--- config.mk ---
export PLATFORM = sky130hd
export DESIGN_NAME = if_gb_responder_flat
export DESIGN_NICKNAME = d
export VERILOG_FILES = /design/src/rtl/if_gb_responder_if.sv /design/src/rtl/if_gb_responder.sv /design/src/flat_wrapper.sv
export SDC_FILE = /design/constraint.sdc
export NUM_CORES = 1
export LEC_CHECK = 0
export ABC_AREA = 1
export BUFFER_PORTS_ARGS = -buffer_cell sky130_fd_sc_hd__buf_2
export CAP_MARGIN = 20
export CORE_MARGIN = 2
export CORE_UTILIZATION = 51
export DETAILED_ROUTE_END_ITERATION = 7
export GPL_ROUTABILITY_DRIVEN = 0
export PLACE_DENSITY = 0.76
export SLEW_MARGIN = 20
export SYNTH_ARGS = -nofsm -noshare
export SYNTH_HDL_FRONTEND = slang
export SYNTH_SLANG_ARGS = --single-unit
--- constraint.sdc ---
create_clock -name clk -period 7.26 [get_ports clk]
set_clock_uncertainty 0.15 [all_clocks]
set_input_delay 0 -clock clk [delete_from_list [all_inputs] [get_ports clk]]
set_output_delay 0 -clock clk [all_outputs]
set_load 0.1 [all_outputs]
--- src/rtl/if_gb_responder_if.sv ---
// GB <-> interface-responder handshake bundle.
// Carries the GB request channel (cfg), the GB write-burst channel (wr) and
// the read-return channel (rd).
//   master : GB side (drives GBIF_*, observes IFGB_*)
//   slave  : responder side (observes GBIF_*, drives IFGB_*)
interface if_gb_responder_if #(
    parameter int unsigned PORT_WIDTH = 128
);
    logic                  GBIF_cfg_val;
    logic [3:0]            GBIF_cfg_info;
    logic                  IFGB_cfg_rdy;

    logic                  GBIF_wr_val;
    logic [PORT_WIDTH-1:0] GBIF_wr_data;
    logic                  IFGB_wr_rdy;

    logic                  IFGB_rd_val;
    logic [PORT_WIDTH-1:0] IFGB_rd_data;
    logic                  GBIF_rd_rdy;

    modport master (
        output GBIF_cfg_val, GBIF_cfg_info, GBIF_wr_val, GBIF_wr_data, GBIF_rd_rdy,
        input  IFGB_cfg_rdy, IFGB_wr_rdy, IFGB_rd_val, IFGB_rd_data
    );

    modport slave (
        input  GBIF_cfg_val, GBIF_cfg_info, GBIF_wr_val, GBIF_wr_data, GBIF_rd_rdy,
        output IFGB_cfg_rdy, IFGB_wr_rdy, IFGB_rd_val, IFGB_rd_data
    );
endinterface

--- src/rtl/if_gb_responder.sv ---
// Interface-side responder for GB transfers.
// Accepts GB requests, drains GB write bursts into a memory port and streams
// memory read bursts back to the GB through a small return FIFO. Per-stream
// base/length descriptors live in an 8-entry table programmed by host logic.
// Ports:
//   clk, rst          clock, asynchronous active-high reset
//   gb                GB handshake bundle (cfg / wr / rd channels), slave side
//   tbl_we/id/base/len descriptor table write port
//   mem_wr_en/rd_en   memory strobes (mutually exclusive), shared mem_addr
//   mem_wr_data       memory write data
//   mem_rd_data       memory read data, valid one cycle after mem_rd_en
//   busy              a burst is active
//   xfer_done         one-cycle pulse after a burst completes
module if_gb_responder #(
    parameter int unsigned PORT_WIDTH = 128,
    parameter int unsigned ADDR_WIDTH = 16,
    parameter int unsigned LEN_WIDTH  = 10,
    parameter int unsigned FIFO_DEPTH = 4
) (
    input  logic                  clk,
    input  logic                  rst,
    if_gb_responder_if.slave      gb,
    input  logic                  tbl_we,
    input  logic [2:0]            tbl_id,
    input  logic [ADDR_WIDTH-1:0] tbl_base,
    input  logic [LEN_WIDTH-1:0]  tbl_len,
    output logic                  mem_wr_en,
    output logic                  mem_rd_en,
    output logic [ADDR_WIDTH-1:0] mem_addr,
    output logic [PORT_WIDTH-1:0] mem_wr_data,
    input  logic [PORT_WIDTH-1:0] mem_rd_data,
    output logic                  busy,
    output logic                  xfer_done
);

    localparam int unsigned PtrW = (FIFO_DEPTH > 1) ? $clog2(FIFO_DEPTH) : 1;
    localparam int unsigned CntW = $clog2(FIFO_DEPTH + 1);

    typedef enum logic [1:0] {StIdle, StWr, StRd} state_e;

    state_e state_q, state_d;

    logic [ADDR_WIDTH-1:0] tbl_base_q [8];
    logic [LEN_WIDTH-1:0]  tbl_len_q  [8];

    logic [ADDR_WIDTH-1:0] base_q;
    logic [LEN_WIDTH-1:0]  len_q;
    logic [LEN_WIDTH-1:0]  cnt_q;     // write beat count in WR, read issue count in RD
    logic [LEN_WIDTH-1:0]  sent_q;
    logic [CntW-1:0]       credit_q;  // reads in flight + FIFO occupancy
    logic                  rd_pend_q; // a memory read returns this cycle

    logic [PORT_WIDTH-1:0] fifo_mem [FIFO_DEPTH];
    logic [PtrW-1:0]       wptr_q, rptr_q;
    logic [CntW-1:0]       fcount_q;

    logic                  xfer_done_q;

    logic                  accept, wr_beat, rd_issue, rd_pop, fifo_nempty, done_set;
    logic [LEN_WIDTH-1:0]  acc_len;

    function automatic logic [PtrW-1:0] ptr_inc(input logic [PtrW-1:0] p);
        return (p == PtrW'(FIFO_DEPTH - 1)) ? '0 : p + PtrW'(1);
    endfunction

    // Handshake decode
    assign acc_len     = tbl_len_q[gb.GBIF_cfg_info[2:0]];
    assign accept      = gb.GBIF_cfg_val && (state_q == StIdle);
    assign wr_beat     = (state_q == StWr) && gb.GBIF_wr_val;
    assign rd_issue    = (state_q == StRd) && (cnt_q < len_q) && (credit_q < CntW'(FIFO_DEPTH));
    assign fifo_nempty = (fcount_q != '0);
    assign rd_pop      = fifo_nempty && gb.GBIF_rd_rdy;

    // State register
    always_ff @(posedge clk or posedge rst) begin
        if (rst) begin
            state_q     <= StIdle;
            xfer_done_q <= 1'b0;
        end else begin
            state_q     <= state_d;
            xfer_done_q <= done_set;
        end
    end

    // Next-state logic
    always_comb begin
        state_d  = state_q;
        done_set = 1'b0;
        unique case (state_q)
            StIdle: begin
                if (accept) begin
                    if (acc_len == '0) begin
                        done_set = 1'b1;
                    end else begin
                        state_d = gb.GBIF_cfg_info[3] ? StWr : StRd;
                    end
                end
            end
            StWr: begin
                if (wr_beat && (cnt_q == len_q - LEN_WIDTH'(1))) begin
                    state_d  = StIdle;
                    done_set = 1'b1;
                end
            end
            StRd: begin
                if (rd_pop && (sent_q == len_q - LEN_WIDTH'(1))) begin
                    state_d  = StIdle;
                    done_set = 1'b1;
                end
            end
            default: state_d = StIdle;
        endcase
    end

    // Outputs
    always_comb begin
        gb.IFGB_cfg_rdy = (state_q == StIdle);
        gb.IFGB_wr_rdy  = (state_q == StWr);
        gb.IFGB_rd_val  = fifo_nempty;
        gb.IFGB_rd_data = fifo_nempty ? fifo_mem[rptr_q] : '0;
        mem_wr_en       = wr_beat;
        mem_rd_en       = rd_issue;
        mem_addr        = (wr_beat || rd_issue) ? base_q + ADDR_WIDTH'(cnt_q) : '0;
        mem_wr_data     = wr_beat ? gb.GBIF_wr_data : '0;
        busy            = (state_q != StIdle);
        xfer_done       = xfer_done_q;
    end

    // Descriptor table, burst context, counters and FIFO control
    always_ff @(posedge clk or posedge rst) begin
        if (rst) begin
            for (int i = 0; i < 8; i++) begin
                tbl_base_q[i] <= '0;
                tbl_len_q[i]  <= '0;
            end
            base_q    <= '0;
            len_q     <= '0;
            cnt_q     <= '0;
            sent_q    <= '0;
            credit_q  <= '0;
            rd_pend_q <= 1'b0;
            wptr_q    <= '0;
            rptr_q    <= '0;
            fcount_q  <= '0;
        end else begin
            if (tbl_we) begin
                tbl_base_q[tbl_id] <= tbl_base;
                tbl_len_q[tbl_id]  <= tbl_len;
            end
            // Accept samples the table before this edge's write lands
            if (accept) begin
                base_q <= tbl_base_q[gb.GBIF_cfg_info[2:0]];
                len_q  <= acc_len;
                cnt_q  <= '0;
                sent_q <= '0;
            end else begin
                if (wr_beat || rd_issue) begin
                    cnt_q <= cnt_q + LEN_WIDTH'(1);
                end
                if (rd_pop) begin
                    sent_q <= sent_q + LEN_WIDTH'(1);
                end
            end
            credit_q  <= credit_q + CntW'(rd_issue) - CntW'(rd_pop);
            rd_pend_q <= rd_issue;
            if (rd_pend_q) begin
                wptr_q <= ptr_inc(wptr_q);
            end
            if (rd_pop) begin
                rptr_q <= ptr_inc(rptr_q);
            end
            fcount_q <= fcount_q + CntW'(rd_pend_q) - CntW'(rd_pop);
        end
    end

    // Return FIFO storage; credits guarantee it never overflows
    always_ff @(posedge clk) begin
        if (rd_pend_q) begin
            fifo_mem[wptr_q] <= mem_rd_data;
        end
    end

endmodule

--- src/flat_wrapper.sv ---
// flat-port wrapper written by rule: the top's interface ports become plain ports
module if_gb_responder_flat 
#(
    parameter int unsigned PORT_WIDTH = 128,
    parameter int unsigned ADDR_WIDTH = 16,
    parameter int unsigned LEN_WIDTH  = 10,
    parameter int unsigned FIFO_DEPTH = 4
)
  (clk, rst, tbl_we, tbl_id, tbl_base, tbl_len, mem_wr_en, mem_rd_en, mem_addr, mem_wr_data, mem_rd_data, busy, xfer_done, gb_GBIF_cfg_val, gb_GBIF_cfg_info, gb_GBIF_wr_val, gb_GBIF_wr_data, gb_GBIF_rd_rdy, gb_IFGB_cfg_rdy, gb_IFGB_wr_rdy, gb_IFGB_rd_val, gb_IFGB_rd_data);
  if_gb_responder_if #(.PORT_WIDTH(PORT_WIDTH)) gb_i ();
  input  logic clk;
  input  logic rst;
  input  logic tbl_we;
  input  logic [2:0] tbl_id;
  input  logic [ADDR_WIDTH-1:0] tbl_base;
  input  logic [LEN_WIDTH-1:0] tbl_len;
  output logic mem_wr_en;
  output logic mem_rd_en;
  output logic [ADDR_WIDTH-1:0] mem_addr;
  output logic [PORT_WIDTH-1:0] mem_wr_data;
  input  logic [PORT_WIDTH-1:0] mem_rd_data;
  output logic busy;
  output logic xfer_done;
  input wire logic [$bits(gb_i.GBIF_cfg_val)-1:0] gb_GBIF_cfg_val;
  input wire logic [$bits(gb_i.GBIF_cfg_info)-1:0] gb_GBIF_cfg_info;
  input wire logic [$bits(gb_i.GBIF_wr_val)-1:0] gb_GBIF_wr_val;
  input wire logic [$bits(gb_i.GBIF_wr_data)-1:0] gb_GBIF_wr_data;
  input wire logic [$bits(gb_i.GBIF_rd_rdy)-1:0] gb_GBIF_rd_rdy;
  output wire logic [$bits(gb_i.IFGB_cfg_rdy)-1:0] gb_IFGB_cfg_rdy;
  output wire logic [$bits(gb_i.IFGB_wr_rdy)-1:0] gb_IFGB_wr_rdy;
  output wire logic [$bits(gb_i.IFGB_rd_val)-1:0] gb_IFGB_rd_val;
  output wire logic [$bits(gb_i.IFGB_rd_data)-1:0] gb_IFGB_rd_data;
  assign gb_i.GBIF_cfg_val = gb_GBIF_cfg_val;
  assign gb_i.GBIF_cfg_info = gb_GBIF_cfg_info;
  assign gb_i.GBIF_wr_val = gb_GBIF_wr_val;
  assign gb_i.GBIF_wr_data = gb_GBIF_wr_data;
  assign gb_i.GBIF_rd_rdy = gb_GBIF_rd_rdy;
  assign gb_IFGB_cfg_rdy = gb_i.IFGB_cfg_rdy;
  assign gb_IFGB_wr_rdy = gb_i.IFGB_wr_rdy;
  assign gb_IFGB_rd_val = gb_i.IFGB_rd_val;
  assign gb_IFGB_rd_data = gb_i.IFGB_rd_data;
  if_gb_responder #(.PORT_WIDTH(PORT_WIDTH), .ADDR_WIDTH(ADDR_WIDTH), .LEN_WIDTH(LEN_WIDTH), .FIFO_DEPTH(FIFO_DEPTH)) u_core (.clk(clk), .rst(rst), .gb(gb_i), .tbl_we(tbl_we), .tbl_id(tbl_id), .tbl_base(tbl_base), .tbl_len(tbl_len), .mem_wr_en(mem_wr_en), .mem_rd_en(mem_rd_en), .mem_addr(mem_addr), .mem_wr_data(mem_wr_data), .mem_rd_data(mem_rd_data), .busy(busy), .xfer_done(xfer_done));
endmodule
# --- Yosys cells after proc, flatten, opt, wreduce, memory -nomap -nowiden ---
# Memories as Yosys holds them, arrays and structs flattened.
# Index checks and enable logic that the tools add are counted.
classes:
  n_addsub: 10
  multipliers: 0
  div_mod_pow: 0
  order_cmp: 5
  eq_ne: 10
  n_shift: 0
  mux: 34
  n_bitwise: 2
  n_reduce_logical: 16
op_table:
  columns: ["cell", "count"]
  rows:
  - ["two-way mux 128 bit", 2]
  - ["bitwise mux 128 bit", 1]
  - ["bitwise mux 80 bit", 1]
  - ["two-way mux 10 bit", 7]
  - ["two-way mux 16 bit", 4]
  - ["binary-select mux 16 bit (select 3 bit)", 1]
  - ["demux 16 bit (select 3 bit)", 1]
  - ["binary-select mux 10 bit (select 3 bit)", 1]
  - ["demux 10 bit (select 3 bit)", 1]
  - ["adder 10 x 1 -> 10 bit, second input constant", 2]
  - ["equality test 10 bit", 2]
  - ["adder 16 x 10 -> 16 bit", 1]
  - ["two-way mux 2 bit", 7]
  - ["logical NOT 10 bit", 1]
  - ["less-than comparator 10 bit", 1]
  - ["subtractor 10 x 1 -> 10 bit, second input constant", 1]
  - [">= comparator 4 bit, second input constant", 2]
  - ["logical AND 1 bit", 8]
  - ["inverter 3 -> 4 bit", 2]
  - ["adder 3 x 1 -> 3 bit", 2]
  - ["equality test 2 bit, second input constant", 3]
  - ["two-way mux 1 bit", 6]
  - ["one-hot mux 2 bit (3 select lines)", 1]
  - ["nonzero test 2 bit", 3]
  - ["other kinds (12)", 16]
totals:
  ff_bits: 268
  latch_bits: 0
  mem_bits_rw: 512
  mem_bits_ro: 0
  out_inout_bits: 279
  n_memories: 1
memory_table:
  columns: ["memory", "words", "word_bits", "read_ports", "rd_clocked_by_memory_dff", "write_ports", "line", "text"]
  rows:
  - ["u_core.fifo_mem", 4, 128, 1, 0, 1, "if_gb_responder.sv:53", "logic [PORT_WIDTH-1:0] fifo_mem [FIFO_DEPTH];"]

# --- Depth between registers and ports, before layout ---
# Gate-level depths: netlist (run 1).
logic_depth:
  word_depth: 8
  ltp_mapped: 14
  depth_no_buf: 13

# --- Worst setup path after synthesis (run 1) ---
# Ideal clock, no wire load.
synth_timing:
  path_kind: "reg-to-output"
  start: "reg u_core.state_q[1]"
  end: "out mem_addr[13]"
  t_arrival_ps: 3942
  required_time_ps: 7110
  slack_ps: 3168
  stages_incl_launch_ff: 7
  n_path_buf: 0
  cell_sequence: "dfrtp_1 inv_1 and3_1 inv_1 nand2_1 inv_1 a211oi_1"
synth_via:
  word_cells_on_any_way: 7
  cone_classes: "eq/ne: 2; mux: 1; reduce/logical: 4"
synth_rtl:
  columns: ["item", "line", "text"]
  rows:
  - ["from (decl)", "if_gb_responder.sv:41", "state_e state_q, state_d;"]
  - ["from (signal assigned)", "if_gb_responder.sv:77", "state_q <= StIdle;"]
  - ["from (signal assigned)", "if_gb_responder.sv:80", "state_q <= state_d;"]
  - ["equality test 2 x 1 -> 1 bit", "if_gb_responder.sv:69", "assign wr_beat = (state_q == StWr) && gb.GBIF_wr_val;"]
  - ["logical AND 1 bit", "if_gb_responder.sv:69", null]
  - ["named net mem_wr_en", "flat_wrapper.sv:17", "output logic mem_wr_en;"]
  - ["logical OR 1 bit", "if_gb_responder.sv:123", "mem_addr = (wr_beat || rd_issue) ? base_q + ADDR_WIDTH'(cnt_q) : '0;"]
  - ["two-way mux 16 bit", "if_gb_responder.sv:123", null]
  - ["to (decl)", "flat_wrapper.sv:19", "output logic [ADDR_WIDTH-1:0] mem_addr;"]
# The timed path passes the listed nets, and every way through them passes these cells.

# --- Worst setup path after layout (run 1) ---
layout_timing:
  start: "reg u_core.rptr_q[0]"
  end: "out gb_IFGB_rd_data[66]"
layout_via:
  elab_chain_cells: 2
layout_lines:
  columns: ["item", "line", "text"]
  rows:
  - ["from (decl)", "if_gb_responder.sv:54", "logic [PtrW-1:0] wptr_q, rptr_q;"]
  - ["from (signal assigned)", "if_gb_responder.sv:170", "rptr_q <= ptr_inc(rptr_q);"]
  - ["memory (4 x 128 bit)", null, null]
  - ["two-way mux 128 bit", "if_gb_responder.sv:120", "gb.IFGB_rd_data = fifo_nempty ? fifo_mem[rptr_q] : '0;"]
  - ["to (decl)", "flat_wrapper.sv:32", "output wire logic [$bits(gb_i.IFGB_rd_data)-1:0] gb_IFGB_rd_data;"]
# No other way between the ends.

==> out/qor.yml, run 1 <==
outcome: "complete, no violations"
initial_utilization_pct: 51.54
cp-end-kind: "output port"
grt_max_degree: 260
post_drt_wl_per_cell_um: 20.98
synth.avg_cell_area_um2: 9.825
hp-start: "mem_rd_data[14]"
async_flop_share_pct: 34.36
row_count: 94
core_area_um2: 65860
crit-reg2reg-capture: "u_core.credit_q[2]"
critPathLaunchType: "register"
grt_pass1_vias: 27490
drive_above_1_share_pct: 17.29
timing.slew.headroom_pct: 26.30
stdcell_count: 5188
slew_viol_final: 0
fmax_ghz: 0.2571
rrSetupSlack_ps: 4400
ir_drop_mv: 0.6398
place_inst: 4722
vias: 29030
hold_class: "in2reg"
clk_latency_ps: 640
drv_cap: 0
clkSinkCount: 780
crit_fanout: 126
clk_pin_slew_ps: 60
tritoncts: "built"
synthCells: 3455
wl_um: 108900
tightest_slew_ps: 1106
critPathMaxStageDelay_ps: 670
synth_nets: 3785
clk_path_buf_depth: 3
cts_root_buffer: "clkbuf_16"
detail_route.first_pass.iterations: 8
setup-tns-final_ps: 0
p_per_area_nw_per_um2: 467.5
cts_max_level: 3
layout_common_cells: "nor2_1 (807), o21ai_0 (572), buf_2 (572), edfxtp_1 (512), nand2_1 (418)"
final_common_cell: "nor2_1"
fin_nets: 4574
crit_chain: "buf_12 -> inv_6 -> buf_6 -> o21ai_0 -> a21oi_1 -> buf_2"
hold_depth: 2
worstSetupStartpoint: "u_core.rptr_q[0]"
setup_violations: 0
rsz0062_at_grt: "no"
die_area_um2: 68640
period_share_pct: 53.58
post-cts-setup-buffers: 0
synth_edf_count: 512
die-width_um: 262.0
ios: 574
period_minus_slack_ps: 3890
antenna_left: 0
fin_area_um2: 43180
cts_buffers: 82
grt_pass1_wl_um: 159900
placed_area_um2: 37370
vias_per_cell: 5.596
min_to: "u_core.fifo_mem[0][14]"
critPathSlowestCell: "buf_6"
arrival_ps: 3740
post-dp-hpwl_um: 61240
drt_iter0_drc: 3215
worstSetupPathType: "reg2out"
io_buffers: 573
synth-seq-area-share_pct: 65.05
grt_remaining_overflow: 0
required_ps: 7110
synth_seq_cells: 780
worst_r2r_path_depth: 11
yosysUniqueCellTypes: 40
ys_warn_count: 0
drcViolationCount: 0
die_y_um: 262.0
final_core_util_pct: 65.55
antenna_found_initial: 27
leakagePower_nw: 18.59
syn-cell-area_um2: 33950
hold_viol: 0
track_usage_pct: 30.79
power_w: 0.02018
area_delta_synth_final_pct: 27.19
ys.flop_type: "edfxtp_1"
rr_startpoint: "u_core.len_q[3]"
==> worst max-delay path: cells and delay by family, from the launching register on <==
| kind | cells | cell delay (ps) |
|---|---|---|
| AO/OA/AOI/OAI | 2 | 620 |
| flip-flops | 1 | 470 |
| buffers and inverters | 4 | 1820 |
==> metal layers <==
metal	vias to the layer above	track usage, %	part of all wire, %
li1	13160	-	-
met1	13780	36.92	36
met2	1713	49.64	47
met3	357	8.661	11
met4	24	18.68	6.5
met5	-	0	0.15
==> synthesized netlist by cell type (11+ instances only) <==
cell type	instances	share of area (%)
a21oi_1	177	2.6
o211ai_1	11	0.24
dfrtp_1	268	20
nor2_1	807	8.9
inv_1	270	3.0
edfxtp_1	512	45
o221ai_1	17	0.44
nand2_1	418	4.6
ha_1	32	1.2
nor3_1	13	0.19
buf_2	41	0.60
nand3_1	72	1.1
o21ai_1	19	0.28
clkbuf_1	146	1.6
o21ai_0	572	8.4
o22ai_1	16	0.29
==> sequential cells by signal, indices dropped and copies added, names as in the netlist, 2 cells and up <==
register and count:
u_core.len_q 10, u_core.credit_q 3, u_core.fcount_q 3, u_core.state_q 2
u_core.cnt_q 10, u_core.rptr_q 2, u_core.tbl_len_q 80, u_core.fifo_mem 512
u_core.tbl_base_q 128, u_core.base_q 16, u_core.wptr_q 2, u_core.sent_q 10
==> where the power goes <==
group          internal, W  leakage [nW]  switching (W)  total [W]
sequential         0.00522          7.98       0.000276    0.00549
combinational      0.00174          9.30        0.00873     0.0105
clock              0.00245          1.32        0.00177    0.00422
==> per-stage QoR <==
stage	setup slack, ps	hold slack (ps)
final	3370	18.88
after global routing	3227	1.573
after CTS	2976	0.5212
after detailed placement	3743	-108.8
after global placement	3858	-117.3
after floorplan	3168	-51.13
==> worst max-delay path by stage <==
stage / endpoint
2_1_floorplan: mem_addr[13]
3_3_place_gp: gb_IFGB_rd_data[117]
3_5_place_dp: gb_IFGB_rd_data[92]
4_1_cts: gb_IFGB_rd_data[66]
5_1_grt: mem_addr[13]
6_report: gb_IFGB_rd_data[66]
==> what timing repair did <==
action,4_1_cts,5_1_grt
endpoints found under the hold margin,1008,4
hold buffers,300,1
resized for setup,0,0
==> kinds of logic (layout without fill, tap and decap cells) <==
family	after synthesis	in the layout	share of synthesized area, %
adders and majority gates	35	35	1.356
xor gates and xnor gates	16	16	0.4128
DFF	780	780	65.05
buffers and inverters	475	1328	5.503
AOI/OAI and AO/OA	822	822	12.52
other	0	16	0
and+or+nand+nor	1327	1327	15.16
==> area by class of cell <==
cell class              count  area [um^2]
clock buffers             115         2308
clock inverters            33        406.6
flip-flops and latches    780        22090
well taps                 864         1081
inverters                 274         1065
repair buffers            906         6172
diodes                     16        40.04
fillers                  4808        22690
multi-input cells        2200        10010
No activity file was read; power rests on OpenSTA's default activity.
==> run 2, diff against run 1 <==
--- a/config.mk
+++ b/config.mk
@@ -5,7 +5,7 @@
 export SDC_FILE = /design/constraint.sdc
 export NUM_CORES = 1
 export LEC_CHECK = 0
-export ABC_AREA = 1
+export ABC_AREA = 0
 export BUFFER_PORTS_ARGS = -buffer_cell sky130_fd_sc_hd__buf_2
 export CAP_MARGIN = 20
 export CORE_MARGIN = 2
==> constraint.sdc (replaced) <==
create_clock -name clk -period 3.3 [get_ports clk]
set_clock_uncertainty 0.15 [all_clocks]
set_input_delay 0 -clock clk [delete_from_list [all_inputs] [get_ports clk]]
set_output_delay 0 -clock clk [all_outputs]
set_load 0.1 [all_outputs]
==> out/qor.yml, run 2 <==
io_buffers: 573  # unchanged
clk_pin_slew_ps: 60  # about the same
grt_pass1_wl_um: 148800  # -7.0%
synth_edf_count: 512  # unchanged
wl_um: 102700  # -5.7%
die_y_um: 259.8  # -0.84%
arrival_ps: 3150  # -590 ps
synth_top_area_share_pct: 46.07  # +0.78 points
outcome: "complete, no violations"
core_area_um2: 64580  # -1.9%
critPathLaunchType: "register"
post_drt_wl_per_cell_um: 27.04  # +29%
layout_common_cells: "buf_2 (557), edfxtp_1 (512), dlygate4sd3_1 (270), dfrtp_1 (263), and2_1 (258)"
p_per_area_nw_per_um2: 1023  # +120%
die_area_um2: 67500  # -1.7%
drcViolationCount: 0  # unchanged
hold_viol: 0  # unchanged
placed_area_um2: 37740  # +0.99%
worstSetupPathType: "reg2out"
ys.flop_type: "edfxtp_1"
antenna_left: 0  # unchanged
slew_viol_final: 0  # unchanged
synthCells: 1987  # -42%
die-width_um: 259.8  # -0.84%
yosysTopAreaCell: "edfxtp_1"
ys_warn_count: 0  # unchanged
setup_slack_ps: 2.457  # -3368 ps
final_common_cell: "buf_2"
largest_reg_flops: 512  # unchanged
drive_above_1_share_pct: 40.40  # +23 points
leakagePower_nw: 17.27  # -7.1%
cts_max_level: 3  # unchanged
timing.slew.headroom_pct: 51.94  # +26 points
fin_area_um2: 43320  # +0.32%
netlist_top_cells_area: "edfxtp_1 (46%), dfrtp_1 (20%), mux4_2 (11%)"
fmax_ghz: 0.3033
period_minus_slack_ps: 3298
grt_max_degree: 141  # -46%
reg.largest.list: "u_core.fifo_mem: 512 flops, u_core.tbl_base_q: 128 flops, u_core.tbl_len_q: 80 flops"
period_share_pct: 99.93
top_register: "u_core.fifo_mem"
synth_compound_area_share_pct: 2.156  # -10 points
clk_path_buf_depth: 3  # unchanged
final_core_util_pct: 67.07  # +1.5 points
tritoncts: "built"
synth_mux_area_share_pct: 19.51  # +20 points
drt_iter0_drc: 2527  # -21%
synth_fa_ha_area_share_pct: 1.380  # +0.023 points
antenna_found_initial: 22  # -19%
syn-cell-area_um2: 33370  # -1.7%
yosys-top-cells-count: "edfxtp_1 (512), dfrtp_1 (268), and2_1 (263), mux2_2 (209), mux4_2 (166)"
drv_cap: 0  # unchanged
place_ws_ps: 281.9  # -3461 ps
row_count: 93  # -1.1%
grt_remaining_overflow: 0  # unchanged
ir_drop_mv: 0.8387  # +31%
synth_top_family_by_area: "multiplexers"
tightest_slew_ps: 718.2  # -387.3 ps
ios: 574  # unchanged
synth_seq_cells: 780  # unchanged
synth-simple-area-share_pct: 7.967  # -7.2 points
yosysMostFrequentCell: "edfxtp_1"
synth_nets: 2317  # -39%
track_usage_pct: 29.70  # -1.1 points
synth.avg_cell_area_um2: 16.79  # +71%
area_delta_synth_final_pct: 29.80
required_ps: 3150  # -3960 ps
cts_root_buffer: "clkbuf_16"
hold_class: "in2reg"
clk_latency_ps: 630  # about the same
vias: 22460  # -23%
rsz0062_at_grt: "yes"
rrSetupSlack_ps: 300  # -4100 ps
n_fill_cell: 4186  # -13%
synth-seq-area-share_pct: 66.17  # +1.1 points
async_flop_share_pct: 34.36  # unchanged
setup_violations: 0  # unchanged
synthXorXnorAreaFrac_pct: 1.099  # +0.69 points
detail_route.first_pass.iterations: 8  # unchanged
crit_fanout: 10  # -92%
hold_slack_ps: 12.32  # -6.562 ps
cts_buffers: 80  # -2.4%
clkSinkCount: 780  # unchanged
initial_utilization_pct: 51.67  # +0.13 points
grt_pass1_vias: 23100  # -16%
post-dp-hpwl_um: 61940  # +1.1%
cp-end-kind: "output port"
yosysUniqueCellTypes: 59  # +48%
fin_nets: 3192  # -30%
vias_per_cell: 5.914  # +5.7%
## run 2: cell types whose count changed in the layout (fill, tap and decap cells not counted), moves of 163 or more
cell / before / now
o21ai_0: 572 / 33
and2_1: 0 / 258
nor2_1: 807 / 38
nand2_1: 418 / 74
a21oi_1: 177 / 14
mux4_2: 0 / 166
mux2_2: 0 / 209
inv_1: 262 / 29
## run 2: area by class of cell
class                      count  area [um^2]  area share, %
timing repair buffer         902         6399          14.77
sequential                   780        22090          51.00
clock inverter                45        548.0          1.265
multi-input combinational   1066        10900          25.17
clock buffer                 101         2141          4.942
inverter                      32        123.9         0.2860
antenna                       16        40.04        0.09243
tap                          855         1070          2.470
## run 2: path summary, 6_finish.rpt
kind                                    start                 endpoint  cells after the start
setup / recovery              u_core.cnt_q[7]             mem_addr[13]                      7
hold / removal               mem_rd_data[120]  u_core.fifo_mem[0][120]                      2
setup reg to reg              u_core.len_q[0]        u_core.state_q[0]                      9
hold reg to reg            u_core.credit_q[0]       u_core.credit_q[0]                      1
max in group asynchronous                 rst     u_core.tbl_base_q[5]                      5
min in group asynchronous                 rst    u_core.tbl_base_q[46]                      4
## run 2: power breakdown
part	switching, W	internal (W)	total, W
clock	0.00402	0.00523	0.00925
combinational	0.0161	0.00560	0.0216
sequential	0.00109	0.0123	0.0134
## run 2: kinds of logic after synthesis
kind of cell             after synthesis
buffers and inverters                141
AND/OR/NAND/NOR                      469
multiplexers                         407
adder cells (fa/ha/maj)               35
XOR/XNOR                              41
flip-flops                           780
AO/OA/AOI/OAI                        114
## run 2: through the flow
step,power [W],TNS [ps],cells
after floorplan,0.02985,-104380,1987
after global placement,0.03401,0,3364
after detailed placement,0.03436,0,3364
after CTS,0.04394,-6.883,3780
after global routing,0.04565,-295.9,3793
final,0.04432,0,3797
## run 2: timing repair
item / in CTS / in global routing
buffers inserted: 0 / 1
setup endpoints to repair: 11 / 18
resized for setup: 16 / 17
endpoints found under the hold margin: 1036 / 0
hold buffers: 270 / 0
pin swaps: 1 / 3
## run 2: per-layer routing
metal / track usage (%) / wire length (um)
met1: 38.19 / 38380
met2: 46.93 / 49180
met3: 10.50 / 11340
met4: 9.674 / 3288
met5: 4.131 / 481
## run 2: worst max-delay path: stages (launching register included)
cell and delay [ps]:
dfrtp_1 500, ha_1 290, nor3_1 440, a21bo_2 340
a41oi_2 300, o21ai_0 200, a21oi_2 250, buf_12 200
